--- config.mk ---
export PLATFORM = sky130hd
export DESIGN_NAME = coherence_bus_arbiter_flat
export DESIGN_NICKNAME = d
export VERILOG_FILES = /design/src/rtl/coherence_bus_arbiter_if.sv /design/src/rtl/coherence_bus_arbiter.sv /design/src/flat_wrapper.sv
export SDC_FILE = /design/constraint.sdc
export NUM_CORES = 1
export LEC_CHECK = 0
export CAP_MARGIN = 25
export CORE_MARGIN = 4
export CORE_UTILIZATION = 25
export CTS_BUF_LIST = sky130_fd_sc_hd__clkbuf_4
export CTS_CLUSTER_DIAMETER = 200
export DETAILED_ROUTE_END_ITERATION = 6
export PLACE_DENSITY_LB_ADDON = 0.2
export SLEW_MARGIN = 20
export SYNTH_ARGS = -nofsm -noshare
export SYNTH_HDL_FRONTEND = slang
export SYNTH_SLANG_ARGS = --single-unit
--- constraint.sdc ---
create_clock -name clock -period 5.6 [get_ports clock]
set_input_delay 0.84 -clock clock [delete_from_list [all_inputs] [get_ports clock]]
set_output_delay 0.84 -clock clock [all_outputs]
set_load 0.01 [all_outputs]
--- src/rtl/coherence_bus_arbiter_if.sv ---
// Shared snooping-coherence bus bundle between the arbiter, the cpu ports and main memory.
interface coherence_bus_arbiter_if #(
  parameter int unsigned NUM_CPUS = 3
);
  localparam int unsigned BUS_W = 13;

  logic [NUM_CPUS-1:0]       req;
  logic [BUS_W*NUM_CPUS-1:0] cpu_bus_out;
  logic [NUM_CPUS-1:0]       grant;
  logic [BUS_W-1:0]          bus_in;
  logic [2:0]                mem_addr;
  logic [3:0]                mem_wdata;
  logic                      mem_we;
  logic [3:0]                mem_rdata;
  logic                      busy;
  logic                      timeout;

  // Arbiter side owns grant, the broadcast bus and the memory port.
  modport master (
    input  req, cpu_bus_out, mem_rdata,
    output grant, bus_in, mem_addr, mem_wdata, mem_we, busy, timeout
  );

  modport slave (
    output req, cpu_bus_out, mem_rdata,
    input  grant, bus_in, mem_addr, mem_wdata, mem_we, busy, timeout
  );
endinterface

--- src/rtl/coherence_bus_arbiter.sv ---
// Round-robin owner of the shared coherence bus: grant, capture, broadcast,
// snoop, then answer the miss from a write-back or from main memory.
module coherence_bus_arbiter #(
  parameter int unsigned NUM_CPUS        = 3,
  parameter int unsigned CAPTURE_TIMEOUT = 15
) (
  input logic                     clock,
  input logic                     reset,
  coherence_bus_arbiter_if.master bus
);
  localparam int unsigned BUS_W   = 13;
  localparam int unsigned MSG_W   = 6;
  localparam int unsigned TIMER_W = 4;
  localparam int unsigned IDX_W   = (NUM_CPUS > 1) ? $clog2(NUM_CPUS) : 1;

  typedef enum logic [2:0] {
    IDLE,
    CAPTURE,
    BROADCAST,
    SNOOP,
    RESPOND
  } state_t;

  state_t               state_q, state_d;
  logic [NUM_CPUS-1:0]  grant_q, grant_d;
  logic [BUS_W-1:0]     bus_in_q, bus_in_d;
  logic [2:0]           mem_addr_q, mem_addr_d;
  logic [3:0]           mem_wdata_q, mem_wdata_d;
  logic                 mem_we_q, mem_we_d;
  logic                 busy_q, busy_d;
  logic                 timeout_q, timeout_d;
  logic [IDX_W-1:0]     ptr_q, ptr_d;
  logic [TIMER_W-1:0]   timer_q, timer_d;
  logic [MSG_W-1:0]     msg_q, msg_d;

  logic                 rr_found;
  logic [IDX_W-1:0]     rr_idx;
  logic                 win_valid;
  logic [MSG_W-1:0]     win_msg;
  logic                 win_req;
  logic                 snp_found;
  logic [2:0]           snp_addr;
  logic [3:0]           snp_data;
  logic [3:0]           ack_data;

  // Round-robin pick: first request strictly after the pointer, then wrap.
  always_comb begin
    rr_found = 1'b0;
    rr_idx   = '0;
    for (int unsigned i = 0; i < NUM_CPUS; i++) begin
      if (!rr_found && (i > 32'(ptr_q)) && bus.req[i]) begin
        rr_found = 1'b1;
        rr_idx   = IDX_W'(i);
      end
    end
    for (int unsigned i = 0; i < NUM_CPUS; i++) begin
      if (!rr_found && (i <= 32'(ptr_q)) && bus.req[i]) begin
        rr_found = 1'b1;
        rr_idx   = IDX_W'(i);
      end
    end
  end

  // Granted cpu's port view plus the lowest-index snoop responder among the others.
  always_comb begin
    win_valid = 1'b0;
    win_msg   = '0;
    win_req   = 1'b0;
    snp_found = 1'b0;
    snp_addr  = '0;
    snp_data  = '0;
    for (int unsigned i = 0; i < NUM_CPUS; i++) begin
      if (i == 32'(ptr_q)) begin
        win_valid = bus.cpu_bus_out[BUS_W*i + 10];
        win_msg   = bus.cpu_bus_out[BUS_W*i + 4 +: MSG_W];
        win_req   = bus.req[i];
      end else if (!snp_found &&
                   (bus.cpu_bus_out[BUS_W*i + 12] || bus.cpu_bus_out[BUS_W*i + 11])) begin
        snp_found = 1'b1;
        snp_addr  = bus.cpu_bus_out[BUS_W*i + 4 +: 3];
        snp_data  = bus.cpu_bus_out[BUS_W*i +: 4];
      end
    end
  end

  // Invalidates carry no data; a write-back only supplies data for the requested line.
  always_comb begin
    if (msg_q[3]) begin
      ack_data = 4'h0;
    end else if (snp_found && (snp_addr == msg_q[2:0])) begin
      ack_data = snp_data;
    end else begin
      ack_data = bus.mem_rdata;
    end
  end

  always_comb begin
    state_d     = state_q;
    grant_d     = grant_q;
    bus_in_d    = '0;
    mem_addr_d  = mem_addr_q;
    mem_wdata_d = mem_wdata_q;
    mem_we_d    = 1'b0;
    busy_d      = busy_q;
    timeout_d   = 1'b0;
    ptr_d       = ptr_q;
    timer_d     = timer_q;
    msg_d       = msg_q;
    unique case (state_q)
      IDLE: begin
        grant_d = '0;
        busy_d  = 1'b0;
        if (rr_found) begin
          grant_d = NUM_CPUS'(1) << rr_idx;
          ptr_d   = rr_idx;
          timer_d = '0;
          busy_d  = 1'b1;
          state_d = CAPTURE;
        end
      end
      CAPTURE: begin
        if (win_valid) begin
          msg_d    = win_msg;
          bus_in_d = {3'b000, win_msg, 4'b0000};
          state_d  = BROADCAST;
        end else if (!win_req) begin
          grant_d = '0;
          busy_d  = 1'b0;
          state_d = IDLE;
        end else if (timer_q == TIMER_W'(CAPTURE_TIMEOUT)) begin
          grant_d   = '0;
          busy_d    = 1'b0;
          timeout_d = 1'b1;
          state_d   = IDLE;
        end else begin
          timer_d = timer_q + TIMER_W'(1);
        end
      end
      BROADCAST: begin
        // Point memory at the line early so the read data is ready during SNOOP.
        mem_addr_d = msg_q[2:0];
        state_d    = SNOOP;
      end
      SNOOP: begin
        if (snp_found) begin
          mem_we_d    = 1'b1;
          mem_addr_d  = snp_addr;
          mem_wdata_d = snp_data;
        end else begin
          mem_addr_d  = msg_q[2:0];
        end
        bus_in_d = {3'b001, msg_q, ack_data};
        state_d  = RESPOND;
      end
      RESPOND: begin
        grant_d = '0;
        busy_d  = 1'b0;
        state_d = IDLE;
      end
      default: begin
        grant_d = '0;
        busy_d  = 1'b0;
        state_d = IDLE;
      end
    endcase
  end

  always_ff @(posedge clock) begin
    if (reset) begin
      state_q     <= IDLE;
      grant_q     <= '0;
      bus_in_q    <= '0;
      mem_addr_q  <= '0;
      mem_wdata_q <= '0;
      mem_we_q    <= 1'b0;
      busy_q      <= 1'b0;
      timeout_q   <= 1'b0;
      ptr_q       <= IDX_W'(NUM_CPUS - 1);
      timer_q     <= '0;
      msg_q       <= '0;
    end else begin
      state_q     <= state_d;
      grant_q     <= grant_d;
      bus_in_q    <= bus_in_d;
      mem_addr_q  <= mem_addr_d;
      mem_wdata_q <= mem_wdata_d;
      mem_we_q    <= mem_we_d;
      busy_q      <= busy_d;
      timeout_q   <= timeout_d;
      ptr_q       <= ptr_d;
      timer_q     <= timer_d;
      msg_q       <= msg_d;
    end
  end

  assign bus.grant     = grant_q;
  assign bus.bus_in    = bus_in_q;
  assign bus.mem_addr  = mem_addr_q;
  assign bus.mem_wdata = mem_wdata_q;
  assign bus.mem_we    = mem_we_q;
  assign bus.busy      = busy_q;
  assign bus.timeout   = timeout_q;
endmodule

--- src/flat_wrapper.sv ---
// flat-port wrapper written by rule: the top's interface ports become plain ports
module coherence_bus_arbiter_flat 
#(
  parameter int unsigned NUM_CPUS        = 3,
  parameter int unsigned CAPTURE_TIMEOUT = 15
)
  (clock, reset, bus_req, bus_cpu_bus_out, bus_mem_rdata, bus_grant, bus_bus_in, bus_mem_addr, bus_mem_wdata, bus_mem_we, bus_busy, bus_timeout);
  coherence_bus_arbiter_if #(.NUM_CPUS(NUM_CPUS)) bus_i ();
  input logic clock;
  input logic reset;
  input wire logic [$bits(bus_i.req)-1:0] bus_req;
  input wire logic [$bits(bus_i.cpu_bus_out)-1:0] bus_cpu_bus_out;
  input wire logic [$bits(bus_i.mem_rdata)-1:0] bus_mem_rdata;
  output wire logic [$bits(bus_i.grant)-1:0] bus_grant;
  output wire logic [$bits(bus_i.bus_in)-1:0] bus_bus_in;
  output wire logic [$bits(bus_i.mem_addr)-1:0] bus_mem_addr;
  output wire logic [$bits(bus_i.mem_wdata)-1:0] bus_mem_wdata;
  output wire logic [$bits(bus_i.mem_we)-1:0] bus_mem_we;
  output wire logic [$bits(bus_i.busy)-1:0] bus_busy;
  output wire logic [$bits(bus_i.timeout)-1:0] bus_timeout;
  assign bus_i.req = bus_req;
  assign bus_i.cpu_bus_out = bus_cpu_bus_out;
  assign bus_i.mem_rdata = bus_mem_rdata;
  assign bus_grant = bus_i.grant;
  assign bus_bus_in = bus_i.bus_in;
  assign bus_mem_addr = bus_i.mem_addr;
  assign bus_mem_wdata = bus_i.mem_wdata;
  assign bus_mem_we = bus_i.mem_we;
  assign bus_busy = bus_i.busy;
  assign bus_timeout = bus_i.timeout;
  coherence_bus_arbiter #(.NUM_CPUS(NUM_CPUS), .CAPTURE_TIMEOUT(CAPTURE_TIMEOUT)) u_core (.clock(clock), .reset(reset), .bus(bus_i));
endmodule
==> Word level (Yosys, flattened, before mapping) <==
Index checks and enable logic that the tools add are counted.
{ "classes": {"addsub": 1, "multipliers": 0, "div": 0, "order_cmp": 4, "eq_ne": 13, "shift": 1, "mux": 63, "n_bitwise": 4, "n_reduce_logical": 33} }
{ "op_table": {"columns": ["operator", "n"], "rows": [
  ["$mux W4", 12],
  ["$mux W3", 13],
  ["$pmux W13 S2", 1],
  ["$mux W1", 24],
  ["$mux W6", 3],
  ["$pmux W3 S4", 1],
  ["$logic_and A1 B1 Y1", 11],
  ["$mux W10", 1],
  ["$pmux W3 S3", 1],
  ["$mux W2", 4],
  ["$pmux W4 S2", 1],
  ["$reduce_and A2 Y1", 4],
  ["$eq A3 B2 Y1 const B", 2],
  ["$logic_not A1 Y1", 6],
  ["$pmux W3 S2", 1],
  ["$reduce_and A5 Y1", 1],
  ["$add A4 B1 Y4 const B", 1],
  ["$eq A4 B4 Y1 const B", 1],
  ["$ne A2 B1 Y1 const B", 2],
  ["$ne A2 B2 Y1 const B", 2],
  ["$ne A4 B3 Y1 const B", 1],
  ["$not A1 Y1", 4],
  ["$reduce_bool A2 Y1", 2],
  ["$reduce_or A2 Y1", 2],
  ["other kinds (16)", 18]
]} }
{ "totals": {"reg_bits": 41, "latchBits": 0, "ram_bits": 0, "rom_bits": 0, "in_bits": 48, "mem_count": 0} }

==> Longest topological paths before layout <==
{ "depth": {"ltp_word": 21, "mapped_depth": 9, "depth_no_buf": 6} }

==> Least setup slack after synthesis <==
Ideal clock, no wire load.
{ "synth_path": {"kind": "input to register", "start": "in bus_cpu_bus_out[37]", "end": "reg u_core.bus_in_q[0] (netlist: u_core.bus.bus_in[0])", "setup_ns": 0.079, "t_arrival_ns": 2.383, "t_required_ns": 5.521, "slack_ns": 3.138, "cell_stages": 6, "n_path_buf": 0, "cell_sequence": "or2_2 -> o2111a_2 -> a221o_1 -> mux2_4 -> and3_4 -> a211oi_2"} }
{ "synth_between": {"elab_chain_cells": 9, "elab_cells_between_ends": 13, "cone_classes": "eq/ne (1); mux (9); reduce/logical (3)"} }
{ "synth_rtl": {"columns": ["element", "line", "rtl"], "rows": [
  ["from (decl)", "flat_wrapper.sv:12", "input wire logic [$bits(bus_i.cpu_bus_out)-1:0] bus_cpu_bus_out;"],
  ["$logic_or A1 B1 Y1 (*)", "coherence_bus_arbiter.sv:78", "(bus.cpu_bus_out[BUS_W*i + 12] || bus.cpu_bus_out[BUS_W*i + 11])) begin"],
  ["$logic_and A1 B1 Y1 (*)", "coherence_bus_arbiter.sv:77", "end else if (!snp_found &&"],
  ["$mux W3", "coherence_bus_arbiter.sv:77", null],
  ["$mux W3", "coherence_bus_arbiter.sv:73", "if (i == 32'(ptr_q)) begin"],
  ["$eq A3 B3 Y1", "coherence_bus_arbiter.sv:90", "end else if (snp_found && (snp_addr == msg_q[2:0])) begin"],
  ["$logic_and A1 B1 Y1", "coherence_bus_arbiter.sv:90", null],
  ["$mux W4 (*)", "coherence_bus_arbiter.sv:90", null],
  ["$mux W4 (*)", "coherence_bus_arbiter.sv:88", "if (msg_q[3]) begin"],
  ["$pmux W13 S2 (*)", "coherence_bus_arbiter.sv:109", "unique case (state_q)"],
  ["to (signal assigned)", "coherence_bus_arbiter.sv:184", "bus_in_q <= bus_in_d;"],
  ["to (decl)", "coherence_bus_arbiter.sv:26", "logic [BUS_W-1:0] bus_in_q, bus_in_d;"]
]} }
Every way passes the cells marked *; elsewhere a longest branch is shown, timed or not.
A chain may end at the register's enable or synchronous reset.

==> Final worst setup path <==
{ "layout_path": {"start": "in bus_cpu_bus_out[12]", "end": "reg u_core.bus_in_q[1] (netlist: u_core.bus.bus_in[1])"} }
{ "layout_between": {"elab_chain_cells": 16, "elab_cells_between_ends": 28, "cone_classes": "eq/ne (1); mux (21); reduce/logical (6)"} }
{ "layout_rtl": {"columns": ["element", "line"], "rows": [
  ["$logic_or A1 B1 Y1 (*)", "coherence_bus_arbiter.sv:78"],
  ["$mux W1", "coherence_bus_arbiter.sv:77"],
  ["$mux W1", "coherence_bus_arbiter.sv:73"],
  ["$logic_not A1 Y1", "coherence_bus_arbiter.sv:77"],
  ["$logic_and A1 B1 Y1", "coherence_bus_arbiter.sv:77"],
  ["$mux W1", "coherence_bus_arbiter.sv:77"],
  ["$mux W1", "coherence_bus_arbiter.sv:73"],
  ["$logic_not A1 Y1", "coherence_bus_arbiter.sv:77"],
  ["$logic_and A1 B1 Y1", "coherence_bus_arbiter.sv:77"],
  ["$mux W3", "coherence_bus_arbiter.sv:77"],
  ["$mux W3", "coherence_bus_arbiter.sv:73"],
  ["$eq A3 B3 Y1", "coherence_bus_arbiter.sv:90"],
  ["$logic_and A1 B1 Y1", "coherence_bus_arbiter.sv:90"],
  ["$mux W4 (*)", "coherence_bus_arbiter.sv:90"],
  ["$mux W4 (*)", "coherence_bus_arbiter.sv:88"],
  ["$pmux W13 S2 (*)", "coherence_bus_arbiter.sv:109"]
]} }
Marks and branches as above.

==> flow_metrics.env <==
export IMPL_status="finished, final reports clean"
export IMPL_core_region_area_mm2=0.00741
export IMPL_die_h_um=96.0
export IMPL_path_clk_slew_ns=0.11
export IMPL_io_buffer_count=71
export IMPL_finalSetupViolations=0
export IMPL_ys_warn_count=0
export IMPL_cp_cell_sequence="clkdlybuf4s50_1 -> o21a_1 -> nor3_1 -> a221o_1 -> mux2_4 -> and3_4 -> a211oi_2"
export IMPL_hold_viol=0
export IMPL_io_pin_count=74
export IMPL_cp_endpoint="u_core.bus.bus_in[1]"
export IMPL_path_class="in -> reg"
export IMPL_synth_top_area_cell="dfxtp_1"
export IMPL_htreeDepth=2
export IMPL_clock_path_buffers=2
export IMPL_die_w_um=96.0
export IMPL_arrival_ns=3.20
export IMPL_cts_root_buf="clkbuf_4"
export IMPL_clock_sinks=39
export IMPL_ant_nets=0
export IMPL_setup_tns_ns=0
export IMPL_synth_edff_count=0
export IMPL_clockPowerShare=0.219
export IMPL_drtIter0Drc=99
export IMPL_clock_skew_ns=0.0188
export IMPL_route_final_wire_length_um=5750
export IMPL_track_usage=0.132
export IMPL_grt_pass1_wl_um=9400
export IMPL_rsz0062_at_grt="false"
export IMPL_pwr_density_cell_mw_per_mm2=236
export IMPL_synth_area_mm2=0.00194
export IMPL_syn_inst=232
export IMPL_ctsResizeCount=0
export IMPL_clk_insertion_delay_late_ns=0.35
export IMPL_p_seq_frac=0.484
export IMPL_num_rows=31
export IMPL_final_nets=349
export IMPL_p_int_uw=441
export IMPL_r2r_start="u_core.ptr_q[0]"
export IMPL_critPathRequiredTime_ns=5.87
export IMPL_drv_slew=0
export IMPL_drive_gt1_frac=0.0598
export IMPL_switchingPower_uw=213
export IMPL_post_cts_buffers=0
export IMPL_hpwl_um=4440
export IMPL_place_congestion=0.755
export IMPL_hold_path_class="reg -> reg"
export IMPL_cp_slowest_stage_delay_ns=0.63
export IMPL_synth_area_top_cells="dfxtp_1 40%, nand2_1 6.8%, a21oi_1 5.2%"
export IMPL_timing_final_crit_share=0.522
export IMPL_worstPathMaxFanout=7
export IMPL_syn_area_per_cell_um2=8.35
export IMPL_ff2ff_setup_slack_ns=2.83
export IMPL_dr_total_vias=1924
export IMPL_start_kind="input port"
export IMPL_cts_tree="yes"
export IMPL_antenna_found_initial=0
export IMPL_seq_area_frac_synth=0.403
export IMPL_worst_pin_slew_ns=0.879
export IMPL_power_leakage_uw=0.000954
export IMPL_mostFrequentLayoutCells="71 x clkdlybuf4s50_1, 39 x dfxtp_1, 35 x nand2_1"
export IMPL_grt_ovfl_total=0
export IMPL_route_detailed_drc=0
export IMPL_syn2layout_area_growth_pct=43.2
export IMPL_crit_path_end_kind="flip-flop"
export IMPL_r2r_cells=6
export IMPL_fin_crit_ns=2.92
export IMPL_n_antenna_cell=0
export IMPL_die_area_mm2=0.00922
export IMPL_mostFrequentLayoutCell="clkdlybuf4s50_1"
export IMPL_grt_max_degree=26
export IMPL_grt_pass1_vias=1953
export IMPL_cp_slowest_cell="nor3_1"
export IMPL_ctsHoldBuffers=0
export IMPL_combPwrFrac=0.297
export IMPL_synth_ff_type="dfxtp_1"
export IMPL_start_util=0.262
export IMPL_maxSlewHeadroom=0.413
export IMPL_ys_types=45
export IMPL_cts_buffers=5
export IMPL_max_cap_violations=0
export IMPL_swShare=0.326
export IMPL_ys_seq_elements=39
export IMPL_via_per_inst=4.81
export IMPL_max_freq_ghz=0.342
export IMPL_ir_drop_v=0.000112
export IMPL_startpoint="bus_cpu_bus_out[12]"
export IMPL_dr_pass1_iters=6
export IMPL_yosysTopAreaCellShare=0.403
export IMPL_r2r_end="u_core.bus.bus_in[1]"
export IMPL_wl_per_cell_um=14.4
export IMPL_async_flop_share=0
export IMPL_power_uw=655
[how the worst min path moves through the flow]
| stage | start | slack (ns) | cells past startpoint | endpoint |
|---|---|---|---|---|
| floorplan | u_core.msg_q[4] | 0.44 | 2 | u_core.bus.bus_in[8] |
| global placement | u_core.msg_q[5] | 0.44 | 2 | u_core.msg_q[5] |
| detailed placement | u_core.bus.grant[0] | 0.45 | 1 | u_core.bus.grant[0] |
| CTS | u_core.msg_q[4] | 0.47 | 2 | u_core.msg_q[4] |
| global route | u_core.bus.grant[0] | 0.50 | 1 | u_core.bus.grant[0] |
| finish | u_core.msg_q[4] | 0.46 | 2 | u_core.msg_q[4] |
[cells in the mapped netlist (3+ instances only)]
master,n
nor2b_1,7
o22ai_1,3
inv_1,6
clkbuf_1,8
o21a_1,3
nand2_1,35
a211oi_2,4
a21oi_1,20
nand3_1,8
mux2i_1,8
o21ai_0,8
o2bb2ai_1,5
a211oi_1,4
and2_1,5
a222oi_1,4
dfxtp_1,39
nor2_1,15
nor3_1,6
a31oi_1,5
nand2b_1,5
or2_2,3
a2bb2oi_1,3
[per-stage QoR]
step	std cells	setup slack, ns	instance area, um^2	utilization	hold WS (ns)
2_1_floorplan	233	3.14	1940	-	0.437
3_3_place_gp	392	2.36	2720	0.368	0.442
3_5_place_dp	392	2.32	2720	0.368	0.446
4_1_cts	400	2.68	2780	0.375	0.466
5_1_grt	400	2.48	2780	0.375	0.496
6_report	400	2.68	2780	0.375	0.461
[power by group through the flow]
stage          Clock, uW  Combinational, uW  Sequential, uW
2_1_floorplan          0                124             313
3_3_place_gp           0                195             323
3_5_place_dp           0                195             323
4_1_cts              148                196             317
5_1_grt              163                216             320
6_report             143                195             317
[cell families (layout without fill, tap and decap cells)]
kind of cell / after synthesis / in the layout / synth area share
AND/OR/NAND/NOR: 88 / 88 / 0.213
AO/OA/AOI/OAI: 73 / 73 / 0.269
flip-flops: 39 / 39 / 0.403
buffers and inverters: 18 / 86 / 0.0432
multiplexers: 10 / 10 / 0.0549
XOR/XNOR: 2 / 2 / 0.00904
adder cells (fa/ha/maj): 1 / 1 / 0.00645
other: 1 / 2 / 0.00193
[sequential cells by signal, summed over array words and instances, names as in the netlist]
register	cells
u_core.bus.grant	3
u_core.bus.mem_wdata	4
u_core.bus.timeout	1
u_core.ptr_q	2
u_core.msg_q	6
u_core.bus.bus_in	11
u_core.bus.mem_addr	3
u_core.bus.mem_we	1
u_core.state_q	3
u_core.bus.busy	1
u_core.timer_q	4
[worst max-delay path: cells and delay by family]
kind / cells / cell delay [ns]
buffers and inverters: 1 / 0.46
multiplexers: 1 / 0.34
AND/OR/NAND/NOR: 2 / 0.84
AO/OA/AOI/OAI: 3 / 0.71
[metal layers]
| layer | global-route usage | part of all wire |
|---|---|---|
| met1 | 0.160 | 0.42 |
| met2 | 0.230 | 0.51 |
| met3 | 0.0375 | 0.061 |
| met4 | 0.0320 | 0.0054 |
| met5 | 0 | 0 |
[cell type report]
type                    instances  area (um^2)
fillers                       771         4630
multi-input cells             176         1080
flip-flops and latches         39          781
repair buffers                 72          718
well taps                      99          124
clock buffers                   6         45.0
inverters                       6         22.5
clock inverters                 2         7.51
Note: power is estimated with default switching activity, not from simulation.
